File: config.mk
export PLATFORM = sky130hd
export DESIGN_NAME = conv_rr_scheduler_flat
export DESIGN_NICKNAME = d
export VERILOG_FILES = /design/src/rtl/conv_rr_if.sv /design/src/rtl/conv_rr_scheduler.sv /design/src/flat_wrapper.sv
export SDC_FILE = /design/constraint.sdc
export NUM_CORES = 1
export LEC_CHECK = 0
export ABC_CLOCK_PERIOD_IN_PS = 2400
export CAP_MARGIN = 15
export CORE_AREA = 8 8 350 352
export DETAILED_ROUTE_END_ITERATION = 10
export DIE_AREA = 0 0 358 360
export HOLD_SLACK_MARGIN = 0.08
export PLACE_DENSITY = 0.3
export SYNTH_ARGS = -nofsm -noshare
export SYNTH_HDL_FRONTEND = slang
export SYNTH_SLANG_ARGS = --single-unit
File: constraint.sdc
create_clock -name clk -period 2.4 [get_ports clk]
set_input_delay 0.24 -clock clk [delete_from_list [all_inputs] [get_ports clk]]
set_output_delay 0.24 -clock clk [all_outputs]
set_load 0.005 [all_outputs]
File: src/rtl/conv_rr_if.sv
// Bundle of the requester-side and ConvUnit-side handshake buses of the
// round-robin ConvUnit scheduler.
//
// Handshake rule for every valid/ready pair here: a transfer happens on the
// rising clk edge where valid and ready are both 1. Once valid is raised, it
// and its payload stay stable until that edge. valid never depends on ready.
interface conv_rr_if #(
   parameter int N_REQ     = 4,
   parameter int DW        = 64,
   parameter int KW        = 64,
   parameter int RW        = 128,
   parameter int TAG_DEPTH = 4,
   parameter int OW        = $clog2(TAG_DEPTH + 1)
);
   logic [N_REQ-1:0]    req_valid;
   logic [N_REQ-1:0]    req_ready;
   logic [N_REQ*DW-1:0] req_data;
   logic [N_REQ*KW-1:0] req_kernel;
   logic [N_REQ-1:0]    rsp_valid;
   logic [N_REQ-1:0]    rsp_ready;
   logic [RW-1:0]       rsp_data;
   logic                cu_in_valid;
   logic                cu_in_ready;
   logic [DW-1:0]       cu_in_data;
   logic [KW-1:0]       cu_kernel;
   logic [RW-1:0]       cu_result;
   logic                cu_out_valid;
   logic                cu_out_ready;
   logic [OW-1:0]       outstanding;
   logic                err;

   // Scheduler side.
   modport master (
      input  req_valid, req_data, req_kernel, rsp_ready,
             cu_in_ready, cu_result, cu_out_valid,
      output req_ready, rsp_valid, rsp_data,
             cu_in_valid, cu_in_data, cu_kernel, cu_out_ready,
             outstanding, err
   );

   // Environment side: the requesters and the ConvUnit.
   modport slave (
      output req_valid, req_data, req_kernel, rsp_ready,
             cu_in_ready, cu_result, cu_out_valid,
      input  req_ready, rsp_valid, rsp_data,
             cu_in_valid, cu_in_data, cu_kernel, cu_out_ready,
             outstanding, err
   );
endinterface

File: src/rtl/conv_rr_scheduler.sv
// Round-robin scheduler sharing one ConvUnit between N_REQ requesters.
// One granted job is forwarded at a time. The requester index of every issued
// job goes into an in-order tag FIFO, and each ConvUnit result is routed back
// to the requester whose tag is at the FIFO head.
module conv_rr_scheduler #(
   parameter int N_REQ     = 4,
   parameter int DW        = 64,
   parameter int KW        = 64,
   parameter int RW        = 128,
   parameter int TAG_DEPTH = 4
) (
   input  logic     clk,
   input  logic     rstn,
   conv_rr_if.master sched_if,
   output logic     state_o
);
   localparam int IW = (N_REQ > 1) ? $clog2(N_REQ) : 1;
   localparam int PW = (TAG_DEPTH > 1) ? $clog2(TAG_DEPTH) : 1;
   localparam int OW = $clog2(TAG_DEPTH + 1);

   typedef enum logic {IDLE = 1'b0, ISSUE = 1'b1} state_t;

   state_t        state_q, state_d;
   logic [IW-1:0] grant_q, grant_d;
   logic [IW-1:0] rr_ptr_q, rr_ptr_d;
   logic          err_q, err_d;
   logic [IW-1:0] tag_mem_q [TAG_DEPTH];
   logic [PW-1:0] wr_ptr_q, wr_ptr_d;
   logic [PW-1:0] rd_ptr_q, rd_ptr_d;
   logic [OW-1:0] count_q, count_d;

   logic          fifo_empty, fifo_full;
   logic          push, pop;
   logic          any_req;
   logic [IW-1:0] rr_pick;
   logic [IW-1:0] head;

   assign fifo_empty = (count_q == '0);
   assign fifo_full  = (count_q == OW'(TAG_DEPTH));
   assign head       = tag_mem_q[rd_ptr_q];
   assign state_o    = state_q;

   assign sched_if.rsp_data    = sched_if.cu_result;
   assign sched_if.outstanding = count_q;
   assign sched_if.err         = err_q;

   // Round-robin pick: first valid requester at or above rr_ptr, wrapping.
   always_comb begin
      int idx;
      idx     = 0;
      rr_pick = rr_ptr_q;
      any_req = 1'b0;
      // Walk downwards so the candidate closest to rr_ptr is written last.
      for (int k = N_REQ - 1; k >= 0; k--) begin
         idx = int'(rr_ptr_q) + k;
         if (idx >= N_REQ) idx = idx - N_REQ;
         if (sched_if.req_valid[idx]) begin
            rr_pick = IW'(idx);
            any_req = 1'b1;
         end
      end
   end

   // Result routing to the requester at the head of the tag FIFO.
   always_comb begin
      sched_if.rsp_valid    = '0;
      sched_if.cu_out_ready = 1'b0;
      if (!fifo_empty) begin
         sched_if.rsp_valid[head] = sched_if.cu_out_valid;
         sched_if.cu_out_ready    = sched_if.rsp_ready[head];
      end
      pop = sched_if.cu_out_valid & sched_if.cu_out_ready;
   end

   // FSM next state and issue-side outputs.
   always_comb begin
      state_d              = state_q;
      grant_d              = grant_q;
      rr_ptr_d             = rr_ptr_q;
      push                 = 1'b0;
      sched_if.cu_in_valid = 1'b0;
      sched_if.cu_in_data  = '0;
      sched_if.cu_kernel   = '0;
      sched_if.req_ready   = '0;
      unique case (state_q)
         IDLE: begin
            // A pop in this same cycle frees a slot in time for the push.
            if (any_req && (!fifo_full || pop)) begin
               grant_d = rr_pick;
               state_d = ISSUE;
            end
         end
         ISSUE: begin
            sched_if.cu_in_valid        = 1'b1;
            sched_if.cu_in_data         = sched_if.req_data[int'(grant_q)*DW +: DW];
            sched_if.cu_kernel          = sched_if.req_kernel[int'(grant_q)*KW +: KW];
            sched_if.req_ready[grant_q] = sched_if.cu_in_ready;
            if (sched_if.cu_in_ready) begin
               push     = 1'b1;
               rr_ptr_d = (grant_q == IW'(N_REQ - 1)) ? '0 : grant_q + 1'b1;
               state_d  = IDLE;
            end
         end
         default: state_d = IDLE;
      endcase
   end

   // Sticky protocol error: a dropped request while issuing, or a result with no tag.
   always_comb begin
      err_d = err_q;
      if (state_q == ISSUE && !sched_if.req_valid[grant_q]) err_d = 1'b1;
      if (sched_if.cu_out_valid && fifo_empty)              err_d = 1'b1;
   end

   // Tag FIFO pointer and occupancy next state.
   always_comb begin
      wr_ptr_d = push ? wr_ptr_q + 1'b1 : wr_ptr_q;
      rd_ptr_d = pop  ? rd_ptr_q + 1'b1 : rd_ptr_q;
      count_d  = count_q;
      if (push && !pop) count_d = count_q + 1'b1;
      if (pop && !push) count_d = count_q - 1'b1;
   end

   // State and control registers.
   always_ff @(posedge clk or negedge rstn) begin
      if (!rstn) begin
         state_q  <= IDLE;
         grant_q  <= '0;
         rr_ptr_q <= '0;
         err_q    <= 1'b0;
      end else begin
         state_q  <= state_d;
         grant_q  <= grant_d;
         rr_ptr_q <= rr_ptr_d;
         err_q    <= err_d;
      end
   end

   // Tag FIFO storage and pointers.
   always_ff @(posedge clk or negedge rstn) begin
      if (!rstn) begin
         wr_ptr_q <= '0;
         rd_ptr_q <= '0;
         count_q  <= '0;
         for (int i = 0; i < TAG_DEPTH; i++) tag_mem_q[i] <= '0;
      end else begin
         wr_ptr_q <= wr_ptr_d;
         rd_ptr_q <= rd_ptr_d;
         count_q  <= count_d;
         if (push) tag_mem_q[wr_ptr_q] <= grant_q;
      end
   end
endmodule
File: src/flat_wrapper.sv
// flat-port wrapper written by rule: the top's interface ports become plain ports
module conv_rr_scheduler_flat 
#(
   parameter int N_REQ     = 4,
   parameter int DW        = 64,
   parameter int KW        = 64,
   parameter int RW        = 128,
   parameter int TAG_DEPTH = 4
)
  (clk, rstn, state_o, sched_if_req_valid, sched_if_req_data, sched_if_req_kernel, sched_if_rsp_ready, sched_if_cu_in_ready, sched_if_cu_result, sched_if_cu_out_valid, sched_if_req_ready, sched_if_rsp_valid, sched_if_rsp_data, sched_if_cu_in_valid, sched_if_cu_in_data, sched_if_cu_kernel, sched_if_cu_out_ready, sched_if_outstanding, sched_if_err);
  conv_rr_if #(.N_REQ(N_REQ), .DW(DW), .KW(KW), .RW(RW), .TAG_DEPTH(TAG_DEPTH)) sched_if_i ();
  input  logic clk;
  input  logic rstn;
  output logic state_o;
  input wire logic [$bits(sched_if_i.req_valid)-1:0] sched_if_req_valid;
  input wire logic [$bits(sched_if_i.req_data)-1:0] sched_if_req_data;
  input wire logic [$bits(sched_if_i.req_kernel)-1:0] sched_if_req_kernel;
  input wire logic [$bits(sched_if_i.rsp_ready)-1:0] sched_if_rsp_ready;
  input wire logic [$bits(sched_if_i.cu_in_ready)-1:0] sched_if_cu_in_ready;
  input wire logic [$bits(sched_if_i.cu_result)-1:0] sched_if_cu_result;
  input wire logic [$bits(sched_if_i.cu_out_valid)-1:0] sched_if_cu_out_valid;
  output wire logic [$bits(sched_if_i.req_ready)-1:0] sched_if_req_ready;
  output wire logic [$bits(sched_if_i.rsp_valid)-1:0] sched_if_rsp_valid;
  output wire logic [$bits(sched_if_i.rsp_data)-1:0] sched_if_rsp_data;
  output wire logic [$bits(sched_if_i.cu_in_valid)-1:0] sched_if_cu_in_valid;
  output wire logic [$bits(sched_if_i.cu_in_data)-1:0] sched_if_cu_in_data;
  output wire logic [$bits(sched_if_i.cu_kernel)-1:0] sched_if_cu_kernel;
  output wire logic [$bits(sched_if_i.cu_out_ready)-1:0] sched_if_cu_out_ready;
  output wire logic [$bits(sched_if_i.outstanding)-1:0] sched_if_outstanding;
  output wire logic [$bits(sched_if_i.err)-1:0] sched_if_err;
  assign sched_if_i.req_valid = sched_if_req_valid;
  assign sched_if_i.req_data = sched_if_req_data;
  assign sched_if_i.req_kernel = sched_if_req_kernel;
  assign sched_if_i.rsp_ready = sched_if_rsp_ready;
  assign sched_if_i.cu_in_ready = sched_if_cu_in_ready;
  assign sched_if_i.cu_result = sched_if_cu_result;
  assign sched_if_i.cu_out_valid = sched_if_cu_out_valid;
  assign sched_if_req_ready = sched_if_i.req_ready;
  assign sched_if_rsp_valid = sched_if_i.rsp_valid;
  assign sched_if_rsp_data = sched_if_i.rsp_data;
  assign sched_if_cu_in_valid = sched_if_i.cu_in_valid;
  assign sched_if_cu_in_data = sched_if_i.cu_in_data;
  assign sched_if_cu_kernel = sched_if_i.cu_kernel;
  assign sched_if_cu_out_ready = sched_if_i.cu_out_ready;
  assign sched_if_outstanding = sched_if_i.outstanding;
  assign sched_if_err = sched_if_i.err;
  conv_rr_scheduler #(.N_REQ(N_REQ), .DW(DW), .KW(KW), .RW(RW), .TAG_DEPTH(TAG_DEPTH)) u_core (.clk(clk), .rstn(rstn), .sched_if(sched_if_i), .state_o(state_o));
endmodule
==> impl_metrics.ini <==
[run_status]
status = finished with violations
violations = negative setup slack

[cells_and_area]
multi_input_area_mm2 = 0.004589
nFillCells = 13302
drive_above_1_share_pct = 31.26
layout_common_cells = clkdlybuf4s50_1, mux4_2, and2_1
seq_area_um2 = 536.8
stdcell_area_mm2 = 0.01481
layout_commonest_cell = clkdlybuf4s50_1
areaGrowthSynthToFinish_pct = 139.9
final_nets = 1805

[worst_hold_path]
hold_path.class = in2async

[synthesis]
synth_top_family_by_area = multiplexers
synth_xor_area_share_pct = 0.8516
async_reset_ff_share_pct = 100.0
netlist_area_mm2 = 0.006171
syn_nets = 1220
synth_cells = 558
synth_edf_count = 0
synth_area_leaders = mux4_2, buf_4, and2_1, dfrtp_1, clkbuf_1
synth-compound-area-share_pct = 3.183
syn_avg_cell_area_um2 = 11.06
synth_top_area_share_pct = 48.18
yosysSeqAreaShare_pct = 8.516
synthMuxAreaShare_pct = 49.13
synth_cell_types = 45
yosys.area.top_type = mux4_2
synth-seq-cells = 21
synthSimpleGateAreaFrac_pct = 16.71
synth_flop_cell = dfrtp_1
synthAdderAreaFrac_pct = 2.149
yosysWarnings = 0

[floorplanning]
placement_rows = 126
die_height_um = 360
dieArea_mm2 = 0.1289
die-width_um = 358
initial_utilization_pct = 5.275
io_pins = 923
core_area_mm2 = 0.1170

[power]
powerDensity_mw_per_mm2 = 831.7
peakVddDrop_mv = 0.2982
p_leak_nw = 5.370

[sta]
finalMaxSlewViolations = 0
holdWs_ns = 0.3374
hold_violations = 0
worst_slack_ns = -0.03548
setup_violations = 2
skew_ns = 0.004627
slew_headroom_pct = 67.43
min_period_over_period_pct = 101.5
clock.fmax_mhz = 410.6
min_period_ns = 2.435
grt_setup_unrepaired = true
tightest_slew_ns = 0.4849

[clock_network]
clkSlewWorstSetupHoldPaths_ns = 0.07
numCtsBuffers = 3
cts_tree = done
numClockSinks = 21
cts.hold.buffers_added = 0
cts_root_buf = clkbuf_16
ctsHtreeMaxLevel = 1
clock_path_buffers = 2
clock_latency_ns = 0.26

[routing]
routed_wirelength_mm = 70.16
avgViaCountPerCell = 2.778
drc = 0
vias = 7479
dr.first_iter.drc_count = 245
wire_per_inst_um = 26.06
dr.pass1.iters = 4
antenna_left = 0

[setup_path]
r2r_setup_slack_ns = -0.02
worst_r2r_endpoint = u_core.sched_if.outstanding[2]
crit_fanout = 6
cp-endpoint = sched_if_cu_kernel[16]
slowest_stage = mux4_2
arrival_ns = 2.20
startpoint = u_core.grant_q[0]
required_ns = 2.16
reg2reg_from = u_core.rd_ptr_q[0]
reg2reg_depth = 9
slowest_delay_ns = 0.53
crit_cells = 5
cp_cell_sequence = buf_16 > buf_8 > mux4_2 > and2_1 > clkdlybuf4s50_1
crit_family = buffers and inverters
crit_type = reg2out
cp-end-kind = output port
critPathBufInv = 3
start_kind = flip-flop

[grt]
grt_max_degree = 59
grtUsageTotal_pct = 10.22
grt_antenna_before_repair = 46
grt_pass1_wl_mm = 88.62
grt-ovfl-total = 0
grt_pass1_vias = 8621

[job]
drv_cap = 0

[placed_design]
port_buffers = 666
routabilityCongestion = 0.8221
dpl_cell_area_mm2 = 0.01414
hpwl_mm = 61.79
[report_power, final]
part | switching, W | total (W) | internal [W] | leakage (nW)
combinational | 0.00462 | 0.0112 | 0.00657 | 5.08
clock | 0.000150 | 0.000374 | 0.000225 | 0.0410
sequential | 0.000211 | 0.000752 | 0.000541 | 0.252
total | 0.00498 | 0.0123 | 0.00733 | 5.37
[state kept, by name (all words and copies together), names as in the netlist]
signal / count
u_core.grant_q: 2
u_core.rd_ptr_q: 2
u_core.tag_mem_q: 8
u_core.sched_if.err: 1
u_core.sched_if.outstanding: 3
u_core.wr_ptr_q: 2
u_core.state_o: 1
u_core.rr_ptr_q: 2
[logic make-up after synthesis]
logic type | count (synthesis)
flops | 21
compound gates | 27
simple gates | 170
xor+xnor | 6
buf+inv | 187
mux | 137
fa+ha+maj | 10
[repair_timing]
| action | in CTS | in global routing |
|---|---|---|
| setup endpoints to repair | 124 | 95 |
| setup buffers | 33 | 7 |
| pin swaps | 13 | 5 |
| gates resized for setup | 339 | 93 |
| gates cloned | 7 | 2 |
[metal layers]
layer	global-route usage [%]	vias to the layer above	wire [um]
li1	-	3158	-
met1	11.64	3634	26630
met2	17.65	567	33180
met3	4.405	112	8372
met4	2.168	8	1930
met5	0.03772	-	50
[worst min path at each step]
stage                            start                              to  slack [ns]  cells after the start
2_1_floorplan                     rstn               u_core.grant_q[0]       -0.06                      0
3_3_place_gp       u_core.tag_mem_q[6]             u_core.tag_mem_q[6]        0.47                      2
3_5_place_dp   sched_if_cu_result[103]          sched_if_rsp_data[103]        0.48                      0
4_1_cts                           rstn  u_core.sched_if.outstanding[0]        0.36                      2
5_1_grt                           rstn              u_core.wr_ptr_q[1]        0.36                      2
6_report                          rstn              u_core.rr_ptr_q[1]        0.34                      2
[worst register-to-register path: stages (launching register included)]
cell and delay (ns):
dfrtp_1 0.39, mux4_2 0.55, mux4_2 0.37, and2_4 0.15, ha_4 0.13, inv_2 0.03, fa_2 0.32, xor2_1 0.14
nor2_1 0.11, xor2_1 0.15
[final cells by class]
| type | count | share of cell area (%) |
|---|---|---|
| flip-flops and latches | 21 | 3.625 |
| well taps | 1536 | 12.98 |
| diodes | 14 | 0.2366 |
| multi-input cells | 350 | 31.00 |
| repair buffers | 756 | 51.32 |
| inverters | 11 | 0.2958 |
| clock inverters | 1 | 0.03380 |
| clock buffers | 3 | 0.5071 |
[synthesized netlist by cell type, types with 2 or more instances]
cell type  number
mux4_2        132
and2_1        129
buf_4         129
clkbuf_1       33
dfrtp_1        21
buf_2          12
nand2_1        11
ha_1            9
inv_1           9
o21ai_1         9
nand3_1         6
and3_1          5
nor2_1          5
nor2b_1         4
a21oi_1         3
o21ai_0         3
xnor2_1         3
xor2_1          3
a211o_1         2
buf_1           2
inv_2           2
mux2_1          2
nor3b_1         2
[through the flow]
| step | utilization, % | instances | setup WS, ns | setup TNS, ns | total power [W] |
|---|---|---|---|---|---|
| after global routing | 12.63 | 2679 | -0.1307 | -0.3496 | 0.01344 |
| after global placement | 12.09 | 2635 | -0.1128 | -0.1782 | 0.01151 |
| after floorplan | - | 558 | -0.07076 | -0.08210 | 0.005413 |
| after CTS | 12.60 | 2678 | -0.2011 | -2.435 | 0.01268 |
| final | 12.66 | 2692 | -0.03548 | -0.05497 | 0.01231 |
| after detailed placement | 12.09 | 2635 | -0.04156 | -0.1205 | 0.01144 |
Power figures use the tool's default switching activity.
